### src/rtl/node_feeder_if.sv
// Operand stream and node-input bundle for node_feeder.
// NODE_FEEDER_SUB_EN adds the s_sub / subtract pair.
interface node_feeder_if #(
  parameter int AW = 25,
  parameter int BW = 18
);
  logic          s_valid;
  logic          s_ready;
  logic [AW-1:0] s_a;
  logic [BW-1:0] s_b;
  logic [AW-1:0] ain;
  logic [BW-1:0] bin;
  logic          csel;
`ifdef NODE_FEEDER_SUB_EN
  logic          s_sub;
  logic          subtract;

  // slave = the feeder itself, master = operand source / node observer
  modport slave  (input  s_valid, s_a, s_b, s_sub,
                  output s_ready, ain, bin, csel, subtract);
  modport master (output s_valid, s_a, s_b, s_sub,
                  input  s_ready, ain, bin, csel, subtract);
`else
  modport slave  (input  s_valid, s_a, s_b,
                  output s_ready, ain, bin, csel);
  modport master (output s_valid, s_a, s_b,
                  input  s_ready, ain, bin, csel);
`endif
endinterface

### src/rtl/node_feeder.sv
// Drives one MAC node with (a,b) pairs grouped into cfg_len-element dot products.
// Optional feature macro: NODE_FEEDER_SUB_EN (per-element subtract flag).
module node_feeder #(
  parameter int AW       = 25,
  parameter int BW       = 18,
  parameter int LEN_W    = 8,
  parameter int DOTS_W   = 8,
  parameter int NODE_LAT = 3
) (
  input  logic              clk,
  input  logic              sclr,
  input  logic              start,
  input  logic [LEN_W-1:0]  cfg_len,
  input  logic [DOTS_W-1:0] cfg_dots,
  node_feeder_if.slave      io,
  output logic              dot_done,
  output logic              job_done,
  output logic              busy
);

  typedef enum logic [1:0] {IDLE, RUN, DRAIN} state_e;

  state_e              state_q, state_d;
  logic [LEN_W-1:0]    len_q, idx_q, idx_d;
  logic [DOTS_W-1:0]   ndots_q, dots_q, dots_d;
  logic [AW-1:0]       ain_q, ain_d;
  logic [BW-1:0]       bin_q, bin_d;
  logic                csel_q, csel_d;
  // bit k set = the matching element reached the node input k cycles ago
  logic [NODE_LAT:0]   last_pipe_q, fin_pipe_q;

  logic accept, elem_last, dot_final, last_in, fin_in, load;

  assign load      = (state_q == IDLE) && start;
  assign accept    = (state_q == RUN) && io.s_valid;
  assign elem_last = (idx_q == len_q - LEN_W'(1));
  assign dot_final = (dots_q == ndots_q - DOTS_W'(1));
  assign last_in   = accept && elem_last;
  assign fin_in    = last_in && dot_final;

  // state register
  always_ff @(posedge clk) begin
    if (sclr) state_q <= IDLE;
    else      state_q <= state_d;
  end

  // next state
  always_comb begin
    state_d = state_q;
    case (state_q)
      IDLE:    if (start) state_d = RUN;
      RUN:     if (fin_in) state_d = DRAIN;
      DRAIN:   if (fin_pipe_q[NODE_LAT]) state_d = IDLE;
      default: state_d = IDLE;
    endcase
  end

  // outputs and datapath next values
  always_comb begin
    io.s_ready = (state_q == RUN);
    busy       = (state_q != IDLE);
    ain_d      = accept ? io.s_a : '0;
    bin_d      = accept ? io.s_b : '0;
    csel_d     = accept ? (idx_q != '0) : 1'b1;
    idx_d      = idx_q;
    dots_d     = dots_q;
    if (load) begin
      idx_d  = '0;
      dots_d = '0;
    end else if (accept) begin
      if (elem_last) begin
        idx_d  = '0;
        dots_d = dots_q + DOTS_W'(1);
      end else begin
        idx_d  = idx_q + LEN_W'(1);
      end
    end
  end

  always_ff @(posedge clk) begin
    if (sclr) begin
      len_q       <= LEN_W'(1);
      ndots_q     <= DOTS_W'(1);
      idx_q       <= '0;
      dots_q      <= '0;
      ain_q       <= '0;
      bin_q       <= '0;
      csel_q      <= 1'b1;
      last_pipe_q <= '0;
      fin_pipe_q  <= '0;
    end else begin
      if (load) begin
        len_q   <= (cfg_len  == '0) ? LEN_W'(1)  : cfg_len;
        ndots_q <= (cfg_dots == '0) ? DOTS_W'(1) : cfg_dots;
      end
      idx_q       <= idx_d;
      dots_q      <= dots_d;
      ain_q       <= ain_d;
      bin_q       <= bin_d;
      csel_q      <= csel_d;
      last_pipe_q <= {last_pipe_q[NODE_LAT-1:0], last_in};
      fin_pipe_q  <= {fin_pipe_q[NODE_LAT-1:0], fin_in};
    end
  end

  assign io.ain   = ain_q;
  assign io.bin   = bin_q;
  assign io.csel  = csel_q;
  assign dot_done = last_pipe_q[NODE_LAT];
  assign job_done = fin_pipe_q[NODE_LAT];

`ifdef NODE_FEEDER_SUB_EN
  logic sub_q;

  always_ff @(posedge clk) begin
    if (sclr) sub_q <= 1'b0;
    else      sub_q <= accept && io.s_sub;
  end

  assign io.subtract = sub_q;
`endif

endmodule

### src/flat_wrapper.sv
// flat-port wrapper written by rule: the top's interface ports become plain ports
module node_feeder_flat 
#(
  parameter int AW       = 25,
  parameter int BW       = 18,
  parameter int LEN_W    = 8,
  parameter int DOTS_W   = 8,
  parameter int NODE_LAT = 3
)
  (clk, sclr, start, cfg_len, cfg_dots, dot_done, job_done, busy, io_s_valid, io_s_a, io_s_b, io_s_ready, io_ain, io_bin, io_csel);
  node_feeder_if #(.AW(AW), .BW(BW)) io_i ();
  input  logic clk;
  input  logic sclr;
  input  logic start;
  input  logic [LEN_W-1:0] cfg_len;
  input  logic [DOTS_W-1:0] cfg_dots;
  output logic dot_done;
  output logic job_done;
  output logic busy;
  input wire logic [$bits(io_i.s_valid)-1:0] io_s_valid;
  input wire logic [$bits(io_i.s_a)-1:0] io_s_a;
  input wire logic [$bits(io_i.s_b)-1:0] io_s_b;
  output wire logic [$bits(io_i.s_ready)-1:0] io_s_ready;
  output wire logic [$bits(io_i.ain)-1:0] io_ain;
  output wire logic [$bits(io_i.bin)-1:0] io_bin;
  output wire logic [$bits(io_i.csel)-1:0] io_csel;
  assign io_i.s_valid = io_s_valid;
  assign io_i.s_a = io_s_a;
  assign io_i.s_b = io_s_b;
  assign io_s_ready = io_i.s_ready;
  assign io_ain = io_i.ain;
  assign io_bin = io_i.bin;
  assign io_csel = io_i.csel;
  node_feeder #(.AW(AW), .BW(BW), .LEN_W(LEN_W), .DOTS_W(DOTS_W), .NODE_LAT(NODE_LAT)) u_core (.clk(clk), .sclr(sclr), .start(start), .cfg_len(cfg_len), .cfg_dots(cfg_dots), .io(io_i), .dot_done(dot_done), .job_done(job_done), .busy(busy));
endmodule
### config.mk
export PLATFORM = sky130hd
export DESIGN_NAME = node_feeder_flat
export DESIGN_NICKNAME = d
export VERILOG_FILES = /design/src/rtl/node_feeder_if.sv /design/src/rtl/node_feeder.sv /design/src/flat_wrapper.sv
export SDC_FILE = /design/constraint.sdc
export NUM_CORES = 1
export LEC_CHECK = 0
export BUFFER_PORTS_ARGS = -buffer_cell sky130_fd_sc_hd__clkbuf_2
export CORE_ASPECT_RATIO = 0.5
export CORE_MARGIN = 5
export CORE_UTILIZATION = 25
export CTS_CLUSTER_DIAMETER = 200
export DETAILED_ROUTE_END_ITERATION = 8
export GPL_ROUTABILITY_DRIVEN = 0
export GPL_TIMING_DRIVEN = 0
export SYNTH_ARGS = -nofsm -noshare
export SYNTH_HDL_FRONTEND = slang
export SYNTH_SLANG_ARGS = --single-unit
### constraint.sdc
create_clock -name clk -period 5.65 [get_ports clk]
set_input_delay 0.2825 -clock clk [delete_from_list [all_inputs] [get_ports clk]]
set_output_delay 0.2825 -clock clk [all_outputs]
set_load 0.01 [all_outputs]
==> summary.txt <==
Critical path
  – Startpoint type of the worst setup path: flip-flop
  – Critical path fanouts, max: 6
  – WS Path Type: reg -> reg
  – Critical path capture point type: flip-flop
  – FF-to-FF End: u_core.dots_q[7]
  – WP data required: between 5000 and 6000 ps
  – Worst EP arrival: about 2700 ps
  – Worst r2r src: u_core.len_q[0]
  – Reg2Reg Setup Slack: 3210 ps
  – Worst R2R Path Depth: 8

Detailed routing
  – Antenna viol nets, final: 0
  – Final WL: 7390 um
  – Vias: 2636
  – Detailed Route Iter0 Violations: 56
  – First-pass DRT Iterations: 4
  – DR WL/cell: 11.9 um
  – DRC: 0
  – Vias/cell: 4.24

Job
  – Max cap viols: 0

Worst hold path
  – Worst Hold Depth: 2
  – Hold path startpoint: io_s_b[10]
  – Hold Path Class: in -> reg
  – Hold path endpoint: u_core.io.bin[10]

Yosys
  – Mean Syn Cell Area: about 10 um^2
  – Synth area leaders: dfxtp_1, and2_1, xnor2_1
  – Sequential fraction of the synthesis area: 52.6%
  – FFs w/ async S/R, synth: 0%
  – Cell accounting for the most synthesized area: dfxtp_1
  – Mapped Area: 3270 um^2
  – Area fraction of the dominant cell type after synthesis: a little over half
  – Commonest cells post-synth: dfxtp_1, and2_1, nor2_1, nand2_1
  – Synth cell types: 45
  – Net count after synthesis: 393
  – Post-synth EDFFs: 0
  – Yosys Warn Count: 0
  – Synthesized instance count: 325
  – Top-count cell post-synth: dfxtp_1
  – Ys flop type: dfxtp_1
  – Post-synthesis register bit count: 86

Clocking
  – Clock-pin slew on the worst setup and hold paths: 60 ps
  – Root Driver: clkbuf_16
  – Number of setup buffers added after CTS: 0
  – CTS tree: yes
  – CTS H-tree lvls: 3
  – Cts repair resizes: 0
  – Num CTS Buffers: 9
  – Hold-fix buffers, CTS: 0
  – Max clock buf depth: 2
  – Clk_lat worst skew: 330 ps
  – CTS Sinks: 86

Die
  – Die H: 90.9 um
  – Starting density of the core: 25.7%
  – IO Pins: between 100 and 150
  – Core Footprint: 12700 um^2
  – FP Rows: 29
  – Die width: 172 um
  – Die Footprint: 15600 um^2

GRT
  – Gr ovfl total: 0
  – First-pass GRT wire length: 12500 um
  – Initial antenna violation count: 0
  – Pin count of the biggest net entering global routing: 16
  – Number of global-route vias before repair: roughly 2600
  – Tot GR Track Use: 9.94%

Timing
  – Setup TNS: 0 ps
  – Final period util: 43.2%
  – Final Hold Vio Count: 0
  – Max-slew violation count: 0
  – Crit path setup slack, layout: 3210 ps
  – Slew headroom: about half
  – Skew final: 5.21 ps
  – RSZ-0062 raised after global routing: false
  – Worst Tran Pin Value: 758 ps
  – Minimum clock period: 2440 ps
  – Setup Viol. Count Final: 0
  – Fmax: 410 MHz

Placement
  – IO buf count: 110
  – Post-DP HPWL: 5750 um
  – Dpl cell area: roughly 4000 um^2
  – Dpl ws: between 3000 and 4000 ps

Final layout
  – Number of antenna diodes: 0
  – Nets: around 510
  – Final core occ: roughly 34%
  – Final instance area: 4340 um^2
  – Number of fill cells: 1307
  – Share of cells above drive strength 1: between 20% and 30%
  – P&R area growth vs syn: 32.5%

Power
  – Peak supply drop: 0.136 mV
  – Total power: between 1000 and 1500 uW
  – Leakage dissipation: ~0.0019 uW
  – PD cells: approximately 310 nW/um^2

Run status
  – Status: finished, final reports clean
[worst max-delay path by stage]
| stage | startpoint | to | slack, ps | cells past startpoint |
|---|---|---|---|---|
| floorplan | u_core.len_q[0] | u_core.dots_q[6] | 3360 | 6 |
| global placement | u_core.len_q[0] | u_core.dots_q[7] | 3250 | 6 |
| detailed placement | u_core.len_q[0] | u_core.dots_q[6] | 3210 | 6 |
| CTS | u_core.len_q[0] | u_core.dots_q[6] | 3190 | 8 |
| global route | u_core.len_q[0] | u_core.dots_q[3] | 3060 | 8 |
| finish | u_core.len_q[0] | u_core.dots_q[7] | 3210 | 8 |
[area by class of cell]
class                      instances  area, um^2  share of cell area (%)
clock buffer                       9         225                    5.19
inverter                           9        33.8                   0.779
buffer                            12        46.3                    1.07
sequential                        86        1720                    39.7
clock inverter                     7        75.1                    1.73
multi-input combinational        218        1470                    33.9
timing repair buffer             110         551                    12.7
tap                              170         213                    4.90
[worst max-delay path, stage by stage (launching register included)]
cell	delay [ps]
dfxtp_1	400
inv_1	90
ha_1	270
xor2_1	170
o211ai_1	110
nor4b_2	510
nand4_2	230
or4_1	510
nand2_1	70
[sequential cells by signal (all words and copies together), names as in the netlist]
name                cells
u_core.ndots_q          8
u_core.state_q          2
u_core.io.csel          1
u_core.idx_q            8
u_core.io.bin          18
u_core.last_pipe_q      4
u_core.io.ain          25
u_core.dots_q           8
u_core.len_q            8
u_core.fin_pipe_q       4
[metal layers]
metal	GRT usage, %	vias up	part of all wire, %
met5	0	-	0
met4	3.73	0	1.6
met3	3.76	7	5.7
met2	16.5	50	49
met1	11.7	1216	43
li1	-	1363	-
[placed cells by master (no fill, tap or decap), types with 2 or more instances in the layout]
master        n
nor3b_1       2
nand2_1      17
nor4b_1       3
nor3_1        6
xor2_1        9
nand4_1       2
a31oi_1       3
xnor2_1      14
nand2b_1      5
or3_1         4
nor2_1       22
inv_1         9
and2_1       44
o21ai_1       4
clkinv_4      2
clkbuf_16     9
a21oi_1      14
nand4b_1      2
clkbuf_2    110
dfxtp_1      86
and4_1        4
o211a_1       2
o21ai_0       3
nor4_1        2
ha_1          5
clkinvlp_4    3
a22oi_1       2
or4_1         3
o211ai_1      4
nand3_1       7
a22o_1       12
nor2b_1       8
clkbuf_1     11
[power by group]
part	switching [uW]	internal, uW
registers	15.1	627
clock network	244	343
logic	71.1	63.5
total	331	1030
[per-stage QoR]
step / hold slack, ps / cells
5_1_grt: 130 / 621
6_report: 143 / 621
3_5_place_dp: 420 / 605
3_3_place_gp: 418 / 605
4_1_cts: 125 / 621
2_1_floorplan: 391 / 325
[kinds of logic (layout without fill, tap and decap cells)]
| group | Yosys count | count (layout) | synth area share, % |
|---|---|---|---|
| and+or+nand+nor | 139 | 139 | 25.5 |
| AOI/OAI and AO/OA | 51 | 51 | 11.4 |
| buffers and inverters | 21 | 147 | 2.45 |
| xor gates and xnor gates | 23 | 23 | 6.15 |
| DFF | 86 | 86 | 52.6 |
| adders and majority gates | 5 | 5 | 1.91 |
(Power assumes the default switching activity.)
